<file path="config.mk">
export PLATFORM = sky130hd
export DESIGN_NAME = univ_shift_reg
export DESIGN_NICKNAME = d
export VERILOG_FILES = /design/src/rtl/shift_pkg.sv /design/src/rtl/shift_step.sv /design/src/rtl/univ_shift_reg.sv
export SDC_FILE = /design/constraint.sdc
export NUM_CORES = 1
export LEC_CHECK = 0
export BUFFER_PORTS_ARGS = -buffer_cell sky130_fd_sc_hd__clkbuf_2
export CORE_MARGIN = 2
export CORE_UTILIZATION = 31
export CTS_CLUSTER_SIZE = 25
export DETAILED_ROUTE_END_ITERATION = 10
export GPL_TIMING_DRIVEN = 0
export PLACE_DENSITY = 0.5
export SYNTH_ARGS = -nofsm -noshare
export SYNTH_HDL_FRONTEND = slang
export SYNTH_HIERARCHICAL = 1
export SYNTH_SLANG_ARGS = --single-unit
</file>
<file path="constraint.sdc">
create_clock -name clk -period 5 [get_ports clk]
set_input_delay 0.75 -clock clk [delete_from_list [all_inputs] [get_ports clk]]
set_output_delay 0.75 -clock clk [all_outputs]
set_load 0.01 [all_outputs]
</file>
<file path="src/rtl/shift_pkg.sv">
// ---------------------------------------------------------------------------
// shift_pkg
// Shared definitions for the universal shift register:
//   - 3-bit operation codes MODE_HOLD .. MODE_ROR (code 7 is reserved)
//   - FSM state encoding for the burst engine
//   - is_shift_mode(): true for modes that move bits and may start a burst
// Configuration macro: UNIV_SHIFT_REG_ROTATE_EN
//   When it is defined, ROL/ROR count as shift modes.
//   When it is not defined, only SHL/SHR/ASR count as shift modes.
// ---------------------------------------------------------------------------
package shift_pkg;

    localparam logic [2:0] MODE_HOLD = 3'd0;
    localparam logic [2:0] MODE_LOAD = 3'd1;
    localparam logic [2:0] MODE_SHL  = 3'd2;
    localparam logic [2:0] MODE_SHR  = 3'd3;
    localparam logic [2:0] MODE_ASR  = 3'd4;
    localparam logic [2:0] MODE_ROL  = 3'd5;
    localparam logic [2:0] MODE_ROR  = 3'd6;

    typedef enum logic [1:0] {
        ST_IDLE = 2'd0,
        ST_RUN  = 2'd1,
        ST_DONE = 2'd2
    } state_t;

    function automatic logic is_shift_mode(input logic [2:0] m);
`ifdef UNIV_SHIFT_REG_ROTATE_EN
        return (m >= MODE_SHL) && (m <= MODE_ROR);
`else
        return (m >= MODE_SHL) && (m <= MODE_ASR);
`endif
    endfunction

endpackage

</file>
<file path="src/rtl/shift_step.sv">
// ---------------------------------------------------------------------------
// shift_step
// Purely combinational next-state function of the shift register.
// It computes the next register value and the bits shifted out for one
// shift or rotate. LOAD is handled by the caller, because pdata is not an
// input here.
// Configuration macro: UNIV_SHIFT_REG_ROTATE_EN
//   When it is not defined, ROL/ROR are not built and behave as HOLD.
// Ports:
//   i_q     in  WIDTH  current register value
//   i_sin   in  STEP   serial fill bits
//   i_op    in  3      operation code (shift_pkg MODE_*)
//   o_q     out WIDTH  next register value (equals i_q when o_shift=0)
//   o_sout  out STEP   bits moved out (meaningful only when o_shift=1)
//   o_shift out 1      op is a shift/rotate that updates q and sout
// ---------------------------------------------------------------------------
module shift_step
    import shift_pkg::*;
#(
    parameter int WIDTH = 8,
    parameter int STEP  = 1
) (
    input  logic [WIDTH-1:0] i_q,
    input  logic [STEP-1:0]  i_sin,
    input  logic [2:0]       i_op,
    output logic [WIDTH-1:0] o_q,
    output logic [STEP-1:0]  o_sout,
    output logic             o_shift
);

    always_comb begin
        o_q     = i_q;
        o_sout  = '0;
        o_shift = 1'b0;
        case (i_op)
            MODE_SHL: begin
                o_q     = {i_q[WIDTH-STEP-1:0], i_sin};
                o_sout  = i_q[WIDTH-1 -: STEP];
                o_shift = 1'b1;
            end
            MODE_SHR: begin
                o_q     = {i_sin, i_q[WIDTH-1:STEP]};
                o_sout  = i_q[STEP-1:0];
                o_shift = 1'b1;
            end
            MODE_ASR: begin
                o_q     = {{STEP{i_q[WIDTH-1]}}, i_q[WIDTH-1:STEP]};
                o_sout  = i_q[STEP-1:0];
                o_shift = 1'b1;
            end
`ifdef UNIV_SHIFT_REG_ROTATE_EN
            MODE_ROL: begin
                o_q     = {i_q[WIDTH-STEP-1:0], i_q[WIDTH-1 -: STEP]};
                o_sout  = i_q[WIDTH-1 -: STEP];
                o_shift = 1'b1;
            end
            MODE_ROR: begin
                o_q     = {i_q[STEP-1:0], i_q[WIDTH-1:STEP]};
                o_sout  = i_q[STEP-1:0];
                o_shift = 1'b1;
            end
`endif
            default: ;
        endcase
    end

endmodule

</file>
<file path="src/rtl/univ_shift_reg.sv">
// ---------------------------------------------------------------------------
// univ_shift_reg
// Universal shift register with parallel load, STEP-bit logical,
// arithmetic and rotate shifts. It includes a burst engine that performs
// `len` shifts of a latched mode and then pulses `done` for one cycle.
// Configuration macro: UNIV_SHIFT_REG_ROTATE_EN
//   This macro enables ROL/ROR, both as direct ops and as burst modes.
// Ports:
//   clk    in  1      rising-edge clock
//   reset  in  1      synchronous active-high reset, highest priority
//   ena    in  1      global enable. When low, all state holds, except
//                     that DONE always returns to IDLE.
//   mode   in  3      operation select (shift_pkg MODE_*)
//   sin    in  STEP   serial fill bits
//   pdata  in  WIDTH  parallel load data
//   start  in  1      burst request (only taken in IDLE with a shift mode)
//   len    in  LEN_W  burst shift count
//   q      out WIDTH  register contents
//   sout   out STEP   bits shifted out by the latest shift/rotate
//   busy   out 1      high while the burst engine is in RUN
//   done   out 1      one-cycle pulse after the last burst shift
// ---------------------------------------------------------------------------
module univ_shift_reg
    import shift_pkg::*;
#(
    parameter int WIDTH = 8,
    parameter int STEP  = 1,
    parameter int LEN_W = 8
) (
    input  logic             clk,
    input  logic             reset,
    input  logic             ena,
    input  logic [2:0]       mode,
    input  logic [STEP-1:0]  sin,
    input  logic [WIDTH-1:0] pdata,
    input  logic             start,
    input  logic [LEN_W-1:0] len,
    output logic [WIDTH-1:0] q,
    output logic [STEP-1:0]  sout,
    output logic             busy,
    output logic             done
);

    if (WIDTH < 2 || STEP < 1 || STEP >= WIDTH) begin : g_bad_params
        $error("univ_shift_reg: need WIDTH >= 2 and 1 <= STEP < WIDTH");
    end

    state_t           r_state;
    logic [LEN_W-1:0] r_cnt;
    logic [2:0]       r_run_mode;
    logic [WIDTH-1:0] r_q;
    logic [STEP-1:0]  r_sout;
    logic             r_busy;
    logic             r_done;

    logic [2:0]       w_op;
    logic [WIDTH-1:0] w_q_nxt;
    logic [STEP-1:0]  w_sout_nxt;
    logic             w_shift;

    // The single datapath is shared. RUN steers it with the latched burst
    // mode, and every other state uses the live mode input.
    assign w_op = (r_state == ST_RUN) ? r_run_mode : mode;

    shift_step #(
        .WIDTH (WIDTH),
        .STEP  (STEP)
    ) u_step (
        .i_q     (r_q),
        .i_sin   (sin),
        .i_op    (w_op),
        .o_q     (w_q_nxt),
        .o_sout  (w_sout_nxt),
        .o_shift (w_shift)
    );

    always_ff @(posedge clk) begin
        if (reset) begin
            r_state    <= ST_IDLE;
            r_cnt      <= '0;
            r_run_mode <= MODE_HOLD;
            r_q        <= '0;
            r_sout     <= '0;
            r_busy     <= 1'b0;
            r_done     <= 1'b0;
        end else if (r_state == ST_DONE) begin
            // DONE always lasts one cycle, even when ena is low.
            r_state <= ST_IDLE;
            r_done  <= 1'b0;
        end else if (ena) begin
            case (r_state)
                ST_IDLE: begin
                    if (start && is_shift_mode(mode)) begin
                        // A burst request replaces the direct shift on this
                        // cycle. q does not move until the first RUN edge.
                        r_run_mode <= mode;
                        r_cnt      <= len;
                        if (len != '0) begin
                            r_state <= ST_RUN;
                            r_busy  <= 1'b1;
                        end else begin
                            r_state <= ST_DONE;
                            r_done  <= 1'b1;
                        end
                    end else if (mode == MODE_LOAD) begin
                        r_q <= pdata;
                    end else if (w_shift) begin
                        r_q    <= w_q_nxt;
                        r_sout <= w_sout_nxt;
                    end
                end
                ST_RUN: begin
                    r_q    <= w_q_nxt;
                    r_sout <= w_sout_nxt;
                    r_cnt  <= r_cnt - LEN_W'(1);
                    if (r_cnt == LEN_W'(1)) begin
                        r_state <= ST_DONE;
                        r_busy  <= 1'b0;
                        r_done  <= 1'b1;
                    end
                end
                default: begin
                    r_state <= ST_IDLE;
                    r_busy  <= 1'b0;
                    r_done  <= 1'b0;
                end
            endcase
        end
    end

    assign q    = r_q;
    assign sout = r_sout;
    assign busy = r_busy;
    assign done = r_done;

endmodule

</file>
==> impl_results.md <==
* TritonCTS Sinks at 24
* Final cell count without fillers at 347
* Root buffer cell: clkbuf_8
* Setup TNS at 0 ns
* Post-layout minimum cycle time at 3.122 ns
* Crit path buffers/inverters at 7
* Initial Util at 31.72%
* Syn nets at 262
* H-tree Lvls at 1
* Placed cell count at 344
* Synth Flop Type: dfxtp_1
* WL final at 5573 um
* TritonCTS Buffers at 3
* Num ports at 35
* Detailed Routing Iterations Pass 1 at 4
* Fin nets at 300
* GP Congestion at 0.7963
* Core area at about 5900 um2
* Post-CTS Setup Inserts at 0
* Iteration-0 DRC Markers at ~140
* Final worst slack at about 1.9 ns
* CTS tree: done
* Synth-to-layout area growth at 16.09%
* Crit Path Class: reg2reg
* Number of flops mapped to enable cells by yosys at 0
* Hold Path Class: reg2reg
* DRC viols at 0
* Routed len/inst at 16.06 um
* Die span in x at 81.60 um
* Post-placement setup slack at 1.898 ns
* Share of synthesized registers carrying an async set or reset at 0%
* Gr usage total at 17.51%
* Vias per cell at 5.576
* Clk Latency, worst-skew pair at 0.27 ns
* Cells along the critical path: buf_2 -> nand2b_1 -> buf_2 -> buf_2 -> nand2_1 -> nand2_1 -> buf_4 -> buf_2 -> o21ai_0 -> o31a_1 -> buf_2 -> and2_1 -> buf_2 -> a311oi_1
* Clock Skews at 0.01173 ns
* Antenna fix cells at 0
* Vias in the first global route at 1792
* Clock buffer depth at 2
* Mapped Area at 1867 um2
* CP max stage delay at 0.31 ns
* Slowest cell on the critical path: dfxtp_1
* Clock transition at path regs at 0.10 ns
* Total grt overflow at 0
* Power per cell area at 227.8 nW/um2
* Crit end category: flip-flop
* Die H at 81.60 um
* Top-count cell post-synth: nand2_1
* Detailed Place HPWL at 4005 um
* Final setup fails at 0
* Largest net degree at the start of global routing at 13
* Crit path arrival time at 3.31 ns
* Fin. max-slew vios at 0
* Hold path start: sout
* Cell count after synthesis at about 240
* Tcrit/Tclk final at 62.44%
* Top cells by area in the synthesized netlist: dfxtp_1 26%, nand2_1 5.0%, a21oi_1 4.8%
* Worst path top cell family by delay: buffers and inverters
* VDD IR-drop max at 107.2 uV
* Leakage dissipation at 0.8497 nW
* Unrepaired setup endpoints after global routing: false
* Synth cell count leaders: 25 x nand2_1, 24 x dfxtp_1, 18 x a21oi_1
* Final core occ at 36.82%
* First-pass GRT wire length at 9121 um
* Top cell type's share of synthesized area at between 20 and 30%
* Fin. Hold Viols at 0
* Critical path origin: r_state[1]
* YS warnings at 6
* Worst slew margin at 59.21%
* Row cnt at 28
* Maximum clock frequency at 0.3203 GHz
* Yosys cell types at 52
* Required @ worst endpoint at 5.18 ns
* # Max-Cap Violations at 0
* #FFs+latches synth at 24
* Layout cells sized above 1 at 21.32%
* Max FO, Critical Path at 10
* Vias post-DR at 1935
* Final Power at 0.4936 mW
* Seq/Total Area, Yosys at 25.74%
* Run status: completed
* Cts hold-fix bufs at 0
* Startpoint types: flip-flop
* Crit path top cell by count: buf_2
* Worst slew pin tran at 0.6118 ns
* Post-synthesis average cell area at 7.910 um2
* CTS resizes at 0
* Buffers on Ports at 33
* DIE AREA at 6659 um2
* Yosys top cell by area: dfxtp_1
* Reg2reg start: r_state[1]
* Initial antenna violation count at 0
* DRT antenna net count at 0
## registers in the layout, summed over array words and instances (netlist names)
name / cells
r_run_mode: 3
busy: 1
r_cnt: 8
sout: 1
done: 1
r_state: 2
q: 8
## through the flow
stage / hold WS [ns] / area [um2]
2_1_floorplan: 0.4633 / 1867
4_1_cts: 0.4969 / 2167
3_5_place_dp: 0.4742 / 2126
3_3_place_gp: 0.4680 / 2126
6_report: 0.4887 / 2167
5_1_grt: 0.5087 / 2167
## worst min-delay path: cells and delay by family, from the launching register on
kind	cells	cell delay [ns]
mux	1	0.06
simple gates	1	0.07
flops	1	0.33
## report_power, final
| part | internal [mW] | switching (mW) |
|---|---|---|
| registers | 0.203 | 0.0183 |
| clock network | 0.0541 | 0.0667 |
| logic | 0.0667 | 0.0848 |
## kinds of logic (layout without fill, tap and decap cells)
| family | count (synthesis) | in the layout | synth area share [%] |
|---|---|---|---|
| multiplexers | 6 | 6 | 3.217 |
| buffers and inverters | 25 | 61 | 7.841 |
| flip-flops | 24 | 24 | 25.74 |
| adder cells (fa/ha/maj) | 2 | 2 | 1.340 |
| AO/OA/AOI/OAI | 88 | 88 | 34.79 |
| AND/OR/NAND/NOR | 91 | 91 | 27.08 |
## cell type report
type | instances | area, um2
Timing Repair Buffer | 33 | 165.2
Inverter | 5 | 18.77
Fill cell | 638 | 3719
Multi-Input combinational cell | 187 | 1240
Sequential cell | 24 | 480.5
Clock buffer | 3 | 41.29
Tap cell | 75 | 93.84
Buffer | 20 | 127.6
## cells in the final DEF, fill, tap and decap left out, types with 4 or more instances in the layout
cell type,n
a21o_1,4
a21oi_1,18
a22oi_1,7
a311oi_1,8
buf_2,9
clkbuf_1,5
clkbuf_2,33
dfxtp_1,24
inv_1,4
mux2i_1,6
nand2_1,25
nand2b_1,13
nand3_1,11
nor2_1,12
nor3_1,5
o21ai_0,13
o221ai_1,7
o311ai_0,4
or3b_1,7
## path summary, 6_finish.rpt
check | endpoint | slack [ns] | cells past startpoint
max | q[0] | 1.88 | 14
min | sout | 0.49 | 2
max reg2reg | q[0] | 1.88 | 14
min reg2reg | sout | 0.49 | 2
## metal layers
metal	GRT usage (%)	up-vias	wire, um
met5	0	-	0
met4	3.833	0	88
met3	3.077	8	246
met2	26.97	42	2421
met1	25.45	911	2817
li1	-	974	-
No activity file was read; power rests on OpenSTA's default activity.
